### src/rtl/regfile_wb_scheduler_pkg.sv
// Shared constants for the register-file writeback scheduler and its arbiter.
// The top-level parameters take their default values from here.
package regfile_wb_scheduler_pkg;
  localparam int DEF_NUM_REQ    = 2;
  localparam int DEF_XLEN       = 32;
  localparam int DEF_REG_ADDR_W = 5;
  localparam int DEF_NUM_REGS   = 1 << DEF_REG_ADDR_W;
  localparam int REG_ZERO       = 0;
endpackage

### src/rtl/regfile_wb_scheduler_rr_arbiter.sv
// Round-robin arbiter: one-hot combinational grant; the pointer remembers the last winner.
module regfile_wb_scheduler_rr_arbiter #(
  parameter int NUM_REQ = 2
) (
  input  logic               clk,
  input  logic               rst_n,
  input  logic [NUM_REQ-1:0] req,
  output logic [NUM_REQ-1:0] grant
);
  localparam int PTR_W = (NUM_REQ > 1) ? $clog2(NUM_REQ) : 1;

  logic [PTR_W-1:0] ptr;
  logic [PTR_W-1:0] grant_idx;
  logic [PTR_W-1:0] idx;
  logic             found;

  // Search starts one past the last winner and wraps, so the last winner is tried last.
  always_comb begin
    grant     = '0;
    grant_idx = ptr;
    found     = 1'b0;
    idx       = '0;
    for (int i = 1; i <= NUM_REQ; i++) begin
      idx = PTR_W'((int'(ptr) + i) % NUM_REQ);
      if (!found && req[idx]) begin
        grant[idx] = 1'b1;
        grant_idx  = idx;
        found      = 1'b1;
      end
    end
  end

  always_ff @(posedge clk or negedge rst_n) begin
    if (!rst_n) begin
      ptr <= PTR_W'(NUM_REQ - 1);
    end else if (found) begin
      ptr <= grant_idx;
    end
  end
endmodule

### src/rtl/regfile_wb_scheduler.sv
// Owns the register-file write port: arbitrates writeback requesters, registers the
// write, and tracks outstanding destinations so issue stalls on RAW/WAW hazards.
module regfile_wb_scheduler
  import regfile_wb_scheduler_pkg::*;
#(
  parameter int NUM_REQ    = DEF_NUM_REQ,
  parameter int XLEN       = DEF_XLEN,
  parameter int REG_ADDR_W = DEF_REG_ADDR_W
) (
  input  logic                          clk,
  input  logic                          rst_n,
  input  logic [NUM_REQ-1:0]            req_valid,
  output logic [NUM_REQ-1:0]            req_ready,
  input  logic [NUM_REQ*REG_ADDR_W-1:0] req_addr,
  input  logic [NUM_REQ*XLEN-1:0]       req_data,
  input  logic                          issue_valid,
  input  logic [REG_ADDR_W-1:0]         issue_rd,
  input  logic [REG_ADDR_W-1:0]         issue_rs1,
  input  logic [REG_ADDR_W-1:0]         issue_rs2,
  output logic                          issue_stall,
  output logic                          wr_enable,
  output logic [REG_ADDR_W-1:0]         wr_address,
  output logic [XLEN-1:0]               wr_data,
  output logic [(1<<REG_ADDR_W)-1:0]    pending
);
  localparam int NUM_REGS = 1 << REG_ADDR_W;

  logic [NUM_REQ-1:0]    grant;
  logic [REG_ADDR_W-1:0] g_addr;
  logic [XLEN-1:0]       g_data;
  logic [NUM_REGS-1:0]   pending_q;
  logic [NUM_REGS-1:0]   pending_nxt;
  logic                  issue_accept;

  // Requester i transfers on an edge where req_valid[i] & req_ready[i]; ready is derived
  // from valid (never offered to an idle requester), so valid must hold until ready.
  regfile_wb_scheduler_rr_arbiter #(.NUM_REQ(NUM_REQ)) u_arb (
    .clk   (clk),
    .rst_n (rst_n),
    .req   (req_valid),
    .grant (grant)
  );

  assign req_ready = grant;

  always_comb begin
    g_addr = '0;
    g_data = '0;
    for (int i = 0; i < NUM_REQ; i++) begin
      if (grant[i]) begin
        g_addr = g_addr | req_addr[i*REG_ADDR_W +: REG_ADDR_W];
        g_data = g_data | req_data[i*XLEN +: XLEN];
      end
    end
  end

  // A granted write to register 0 is consumed but produces no write pulse.
  always_ff @(posedge clk or negedge rst_n) begin
    if (!rst_n) begin
      wr_enable  <= 1'b0;
      wr_address <= '0;
      wr_data    <= '0;
    end else if (|grant) begin
      wr_enable  <= (g_addr != REG_ADDR_W'(REG_ZERO));
      wr_address <= g_addr;
      wr_data    <= g_data;
    end else begin
      wr_enable  <= 1'b0;
    end
  end

  assign issue_stall  = issue_valid &
                        (pending_q[issue_rs1] | pending_q[issue_rs2] | pending_q[issue_rd]);
  assign issue_accept = issue_valid & ~issue_stall;

  // Clear on the commit edge, then set: a new producer of the same register wins.
  always_comb begin
    pending_nxt = pending_q;
    if (wr_enable) begin
      pending_nxt[wr_address] = 1'b0;
    end
    if (issue_accept && (issue_rd != REG_ADDR_W'(REG_ZERO))) begin
      pending_nxt[issue_rd] = 1'b1;
    end
    pending_nxt[REG_ZERO] = 1'b0;
  end

  always_ff @(posedge clk or negedge rst_n) begin
    if (!rst_n) begin
      pending_q <= '0;
    end else begin
      pending_q <= pending_nxt;
    end
  end

  assign pending = pending_q;
endmodule

### config.mk
export PLATFORM = sky130hd
export DESIGN_NAME = regfile_wb_scheduler
export DESIGN_NICKNAME = d
export VERILOG_FILES = /design/src/rtl/regfile_wb_scheduler_pkg.sv /design/src/rtl/regfile_wb_scheduler_rr_arbiter.sv /design/src/rtl/regfile_wb_scheduler.sv
export SDC_FILE = /design/constraint.sdc
export NUM_CORES = 1
export LEC_CHECK = 0
export ABC_AREA = 1
export CORE_MARGIN = 1.5
export CORE_UTILIZATION = 55
export DETAILED_ROUTE_END_ITERATION = 8
export DONT_BUFFER_PORTS = 1
export PLACE_DENSITY_LB_ADDON = 0.1
export SLEW_MARGIN = 10
export SYNTH_ARGS = -nofsm -noshare
export SYNTH_HDL_FRONTEND = slang
export SYNTH_HIERARCHICAL = 1
export SYNTH_SLANG_ARGS = --single-unit
### constraint.sdc
create_clock -name clk -period 4.15 [get_ports clk]
set_clock_uncertainty 0.2 [all_clocks]
set_input_delay 0 -clock clk [delete_from_list [all_inputs] [get_ports clk]]
set_output_delay 0 -clock clk [all_outputs]
set_load 0.03 [all_outputs]
# [Word level (Yosys, flattened, before mapping)]
# Cells that the tools add are included.
[word_totals] register_bits=70 latch_bits=0 ramBits=0 mem_bits_ro=0 inputBits=94 memories=0
[op_classes] addsub=2 mul=0 div=0 magnitude_cmp=10 eq_ne=0 n_shift=0 mux=31 bitwise=11 reduce_logical=12
[ops] operator="$mux W32" count=4
[ops] operator="$or A32 B32 Y32" count=2
[ops] operator="$and A32 B32 Y32" count=1
[ops] operator="$not A32 Y32" count=1
[ops] operator="$lt A5 B6 Y1 const B" count=4
[ops] operator="$mux W1" count=16
[ops] operator="$bmux W1 S5" count=3
[ops] operator="$demux W1 S5" count=2
[ops] operator="$ge A5 B1 Y1 const B" count=2
[ops] operator="$mux W5" count=2
[ops] operator="$reduce_bool A5 Y1" count=2
[ops] operator="$logic_and A1 B1 Y1" count=6
[ops] operator="$or A5 B5 Y5" count=1
[ops] operator="$lt A1 B2 Y1 const B" count=2
[ops] operator="$mux W2" count=2
[ops] operator="$add A1 B1 Y1 const B" count=2
[ops] operator="$and A1 B1 Y1" count=2
[ops] operator="$demux W1 S1" count=2
[ops] operator="$ge A1 B1 Y1 const B" count=2
[ops] operator="$or A1 B1 Y1" count=2
[ops] operator="$or A2 B2 Y2" count=1
[ops] operator="$reduce_and A2 Y1" count=1
[ops] operator="$reduce_bool A2 Y1" count=1
[ops] operator="$reduce_or A2 Y1" count=1
[ops] operator="other kinds (2)" count=2

# [Depth between registers and ports, before layout]
[depth] word_depth=13 ltp_mapped=14 depth_no_buf=12

# [Hierarchy]
# Netlist, hierarchy kept.
[modules_own_cells] module="regfile_wb_scheduler" n_inst=1 cells_each=636 area_per_inst_um2=4381.7 seq_area_each_um2=1726.7
[modules_own_cells] module="regfile_wb_scheduler_rr_arbiter" n_inst=1 cells_each=11 area_per_inst_um2=65.1 seq_area_each_um2=26.3

# [Worst setup path after synthesis]
# Ideal clock, no wire load.
[synth_timing] kind="reg-to-output" from="register pending_q[11] (netlist: pending[11])" to="output issue_stall" arrival_time_ps=1847 t_required_ps=3950 path_slack_ps=2103 stages_incl_launch_ff=9 path_buffers=0 cell_sequence="dfrtp_1 > inv_1 > o22ai_2 > nor2_2 > nor2_1 > nor2_2 > nand2_2 > nor2_4 > a21boi_0"
[synth_between] elab_chain_len=5 word_cells_on_any_way=9
[synth_lines] item="start: declaration" line="regfile_wb_scheduler.sv:31" source="logic [NUM_REGS-1:0] pending_q;"
[synth_lines] item="start signal: assignment" line="regfile_wb_scheduler.sv:92" source="pending_q <= pending_nxt;"
[synth_lines] item="$bmux W1 S5" line="regfile_wb_scheduler.sv:73" source="(pending_q[issue_rs1] | pending_q[issue_rs2] | pending_q[issue_rd]);"
[synth_lines] item="$mux W1 (not written as such)" line="regfile_wb_scheduler.sv:73"
[synth_lines] item="$or A1 B1 Y1" line="regfile_wb_scheduler.sv:73"
[synth_lines] item="$or A1 B1 Y1 *" line="regfile_wb_scheduler.sv:73"
[synth_lines] item="$and A1 B1 Y1 *" line="regfile_wb_scheduler.sv:72" source="assign issue_stall = issue_valid &"
[synth_lines] item="end: declaration" line="regfile_wb_scheduler.sv:20" source="output logic issue_stall,"
# Every way passes the cells marked *; elsewhere a longest branch is shown, timed or not. The select of a mux whose other input is x is not followed.

# [Worst setup path in the final report]
# Ends and elaborated chain as after synthesis.

==> impl_metrics.prom <==
# TYPE chip_impl_metric gauge
chip_impl_metric{name="synth_seq_cells",unit=""} 70
chip_impl_metric{name="avgRoutedWirePerCell",unit="um"} 20.1
chip_impl_metric{name="min_period_over_period",unit="%"} 83.5
chip_impl_metric{name="holdPathStages",unit=""} 1
chip_impl_info{name="hold_class",value="in2out"} 1
chip_impl_metric{name="floorplan.initialDensity",unit="%"} 57.2
chip_impl_metric{name="timing.final.max_slew_violations",unit=""} 0
chip_impl_metric{name="grt_start_max_net_pins",unit=""} 51
chip_impl_info{name="rr_startpoint",value="pending[31]"} 1
chip_impl_info{name="rsz_0062_raised_after_global_routing",value="no"} 1
chip_impl_metric{name="dpl.cell_count",unit=""} 717
chip_impl_metric{name="setup_viol",unit=""} 0
chip_impl_metric{name="global_route_wire_length_before_repair",unit="um"} 26800
chip_impl_metric{name="flow.area_growth_from_synthesis",unit="%"} 28.2
chip_impl_metric{name="finalNonFillerCells",unit=""} 844
chip_impl_metric{name="synth.yosys.warnings",unit=""} 6
chip_impl_metric{name="post-place-ws",unit="ns"} 1.64
chip_impl_metric{name="tritoncts_num_sinks",unit=""} 70
chip_impl_metric{name="finalSetupTns",unit="ns"} 0
chip_impl_info{name="cts_tree",value="built"} 1
chip_impl_metric{name="core_region_area",unit="um2"} 7770
chip_impl_metric{name="floorplan.die.height",unit="um"} 92.9
chip_impl_metric{name="syn-num-nets",unit=""} 741
chip_impl_metric{name="ios",unit=""} 167
chip_impl_metric{name="postLayoutSetupSlackWorst",unit="ns"} 0.685
chip_impl_metric{name="post_synth.cell_area_avg",unit="um2"} 6.87
chip_impl_metric{name="cts_resized",unit=""} 0
chip_impl_metric{name="dpl.hpwl",unit="um"} 9490
chip_impl_metric{name="via_count",unit=""} 5230
chip_impl_metric{name="finalWeightedCongestion",unit=""} 0.939
chip_impl_metric{name="number_of_h_tree_levels",unit=""} 3
chip_impl_metric{name="die-area",unit="um2"} 8630
chip_impl_metric{name="grt_use_total",unit="%"} 40.5
chip_impl_metric{name="worst_ep_arrival_time",unit="ns"} 3.27
chip_impl_metric{name="routed_via_density",unit=""} 6.20
chip_impl_metric{name="r2r.worst_path.cells",unit=""} 14
chip_impl_info{name="holdPathEnd",value="issue_stall"} 1
chip_impl_metric{name="firstDrtPassIters",unit=""} 6
chip_impl_metric{name="final_report_hold_violation_count",unit=""} 0
chip_impl_metric{name="port_buffers",unit=""} 0
chip_impl_metric{name="drive_above_1_share",unit="%"} 5.39
chip_impl_metric{name="die_width",unit="um"} 92.9
chip_impl_metric{name="fmax",unit="MHz"} 289
chip_impl_metric{name="timing.final.crit_period",unit="ns"} 3.47
chip_impl_metric{name="cts_made_buffers",unit=""} 9
chip_impl_metric{name="dpl_cell_area",unit="um2"} 4370
chip_impl_info{name="hold_path_startpoint",value="issue_valid"} 1
chip_impl_metric{name="critical_path_required",unit="ns"} 3.95
chip_impl_info{name="worstReg2RegEnd",value="pending[18]"} 1
chip_impl_metric{name="clkTransAtPathRegs",unit="ns"} 0.08
chip_impl_metric{name="synth_area",unit="um2"} 4450
chip_impl_metric{name="drcViolationCount",unit=""} 0
chip_impl_metric{name="placement_rows",unit=""} 32
chip_impl_info{name="timing_worst_setup_path_type",value="reg2out"} 1
chip_impl_metric{name="synthesis.instances",unit=""} 647
chip_impl_metric{name="cap_violations",unit=""} 0
chip_impl_info{name="root_buffer",value="sky130_fd_sc_hd__clkbuf_8"} 1
chip_impl_metric{name="worstPathMaxFanout",unit=""} 32
chip_impl_metric{name="power_density",unit="nW/um2"} 541
chip_impl_metric{name="initial_antenna_violation_count",unit=""} 0
chip_impl_metric{name="clk_path_buf_depth",unit=""} 2
chip_impl_metric{name="r2r_setup_slack",unit="ns"} 0.87
chip_impl_metric{name="worst_slew_pin_slew",unit="ns"} 1.04
chip_impl_metric{name="postLayoutCellArea",unit="um2"} 5700
chip_impl_metric{name="relSlewSlack",unit="%"} 30.3
chip_impl_metric{name="finalNetCount",unit=""} 832
chip_impl_metric{name="filler_cell_count",unit=""} 568
chip_impl_info{name="start_kind",value="register"} 1
chip_impl_metric{name="drt-total-wl",unit="um"} 16900
chip_impl_metric{name="post-cts-setup-buffer-count",unit=""} 0
chip_impl_metric{name="clkLatencyLatePin",unit="ns"} 0.35
chip_impl_metric{name="leakage",unit="nW"} 2.72
chip_impl_metric{name="ant_diodes",unit=""} 0
chip_impl_info{name="status",value="finished clean"} 1
chip_impl_metric{name="post_cts_hold_buffer_count",unit=""} 112
chip_impl_metric{name="power.ir.vdd_worst",unit="mV"} 0.281
chip_impl_metric{name="drtIter0Drc",unit=""} 545
chip_impl_info{name="end_kind",value="output pin"} 1
chip_impl_metric{name="synth.yosys.seq_area_share",unit="%"} 39.4
chip_impl_metric{name="overflow_left_after_global_routing",unit=""} 0
chip_impl_metric{name="antenna_violating_nets_post_route",unit=""} 0
chip_impl_metric{name="synthDistinctLibCells",unit=""} 31
chip_impl_metric{name="via_count_of_the_first_global_routing_pass",unit=""} 5288
[area by class of cell]
cell class	instances	area, um2	share of cell area [%]
multi-input combinational	471	2200	38.5
tap	102	128	2.24
inverter	71	269	4.72
clock buffer	9	124	2.17
timing repair buffer	115	1160	20.4
clock inverter	6	71.3	1.25
sequential	70	1750	30.7
[critical path, cell delays in order (launching register included)]
cell                            delay (ns)
sky130_fd_sc_hd__dfrtp_1              0.59
sky130_fd_sc_hd__inv_1                0.16
sky130_fd_sc_hd__nand2_1              0.09
sky130_fd_sc_hd__nand3_1              0.07
sky130_fd_sc_hd__nand3_1              0.10
sky130_fd_sc_hd__nand3_1              0.09
sky130_fd_sc_hd__nand2_1              0.06
sky130_fd_sc_hd__nand2_1              0.04
sky130_fd_sc_hd__nand2_1              0.07
sky130_fd_sc_hd__nor2_2               0.03
sky130_fd_sc_hd__dlygate4sd3_1        0.55
sky130_fd_sc_hd__buf_4                0.24
sky130_fd_sc_hd__a21boi_0             0.80
[metrics by stage]
stage	total power [mW]	hold WS, ns	util (%)
after floorplan	2.09	-0.496	-
after global placement	2.29	-0.494	56.3
after detailed placement	2.31	-0.494	56.3
after CTS	3.01	0.0569	73.4
after global routing	3.23	0.0607	73.4
final	3.09	0.0552	73.4
[how the worst max path moves through the flow]
| stage | slack (ns) | startpoint | endpoint |
|---|---|---|---|
| 2_1_floorplan | 2.10 | pending[11] | issue_stall |
| 3_5_place_dp | 1.64 | pending[11] | issue_stall |
| 6_report | 0.68 | pending[11] | issue_stall |
| 5_1_grt | 0.50 | pending[25] | issue_stall |
| 4_1_cts | 0.70 | pending[31] | issue_stall |
| 3_3_place_gp | 1.66 | pending[31] | issue_stall |
[cells in the mapped netlist, drive strengths merged]
cell type | number | area, um2
o21bai | 4 | 30.0
nand2 | 193 | 734
a22o | 5 | 43.8
conb | 1 | 3.75
dfstp | 1 | 26.3
o22ai | 3 | 25.0
nor2 | 44 | 183
nand4 | 31 | 194
inv | 68 | 255
clkinv | 3 | 13.8
dfrtp | 69 | 1730
a21oi | 7 | 35.0
o21ai | 35 | 179
o211ai | 2 | 15.0
a21boi | 1 | 7.51
nand3 | 133 | 666
clkbuf | 12 | 56.3
a22oi | 4 | 30.0
buf | 23 | 183
nor3 | 8 | 40.0
[sequential cells by signal, summed over array words and instances (netlist names)]
| register | count |
|---|---|
| u_arb/ptr | 1 |
| pending | 31 |
| wr_address | 5 |
| wr_data | 32 |
| wr_enable | 1 |
[layer usage]
| metal | GRT usage, % | share of wire, % |
|---|---|---|
| met5 | 0 | 0 |
| met3 | 10.0 | 10 |
| met1 | 45.2 | 35 |
| met4 | 24.6 | 6.0 |
| met2 | 69.1 | 49 |
[placed cells by master, fill, tap and decap left out, types with 2 or more instances in the layout]
cell type,n
sky130_fd_sc_hd__nand2_2,4
sky130_fd_sc_hd__nor3_1,8
sky130_fd_sc_hd__a22oi_1,4
sky130_fd_sc_hd__inv_1,62
sky130_fd_sc_hd__clkinv_2,2
sky130_fd_sc_hd__dlygate4sd3_1,111
sky130_fd_sc_hd__buf_4,3
sky130_fd_sc_hd__o211ai_1,2
sky130_fd_sc_hd__dfrtp_1,69
sky130_fd_sc_hd__clkinv_4,2
sky130_fd_sc_hd__nand2_1,189
sky130_fd_sc_hd__inv_2,6
sky130_fd_sc_hd__o21ai_0,34
sky130_fd_sc_hd__nand3_1,133
sky130_fd_sc_hd__a21oi_1,6
sky130_fd_sc_hd__a22o_1,5
sky130_fd_sc_hd__clkinvlp_4,2
sky130_fd_sc_hd__nor2_2,4
sky130_fd_sc_hd__o22ai_1,2
sky130_fd_sc_hd__nor2_1,39
sky130_fd_sc_hd__o21bai_1,4
sky130_fd_sc_hd__clkbuf_8,9
sky130_fd_sc_hd__nand4_1,31
[cell families (layout without fill, tap and decap cells)]
| logic type | Yosys count | count (layout) | share of synthesized area, % |
|---|---|---|---|
| and+or+nand+nor | 409 | 409 | 40.9 |
| buffers and inverters | 106 | 201 | 11.4 |
| DFF | 70 | 70 | 39.4 |
| AOI/OAI and AO/OA | 61 | 61 | 8.22 |
| other | 1 | 1 | 0.0843 |
[power breakdown]
group | switching (mW) | total (mW) | internal [mW] | leakage, nW
Clock | 0.291 | 0.569 | 0.279 | 0.0919
Combinational | 0.584 | 0.944 | 0.360 | 1.79
Sequential | 0.695 | 1.57 | 0.879 | 0.847
Power figures use the tool's default switching activity.
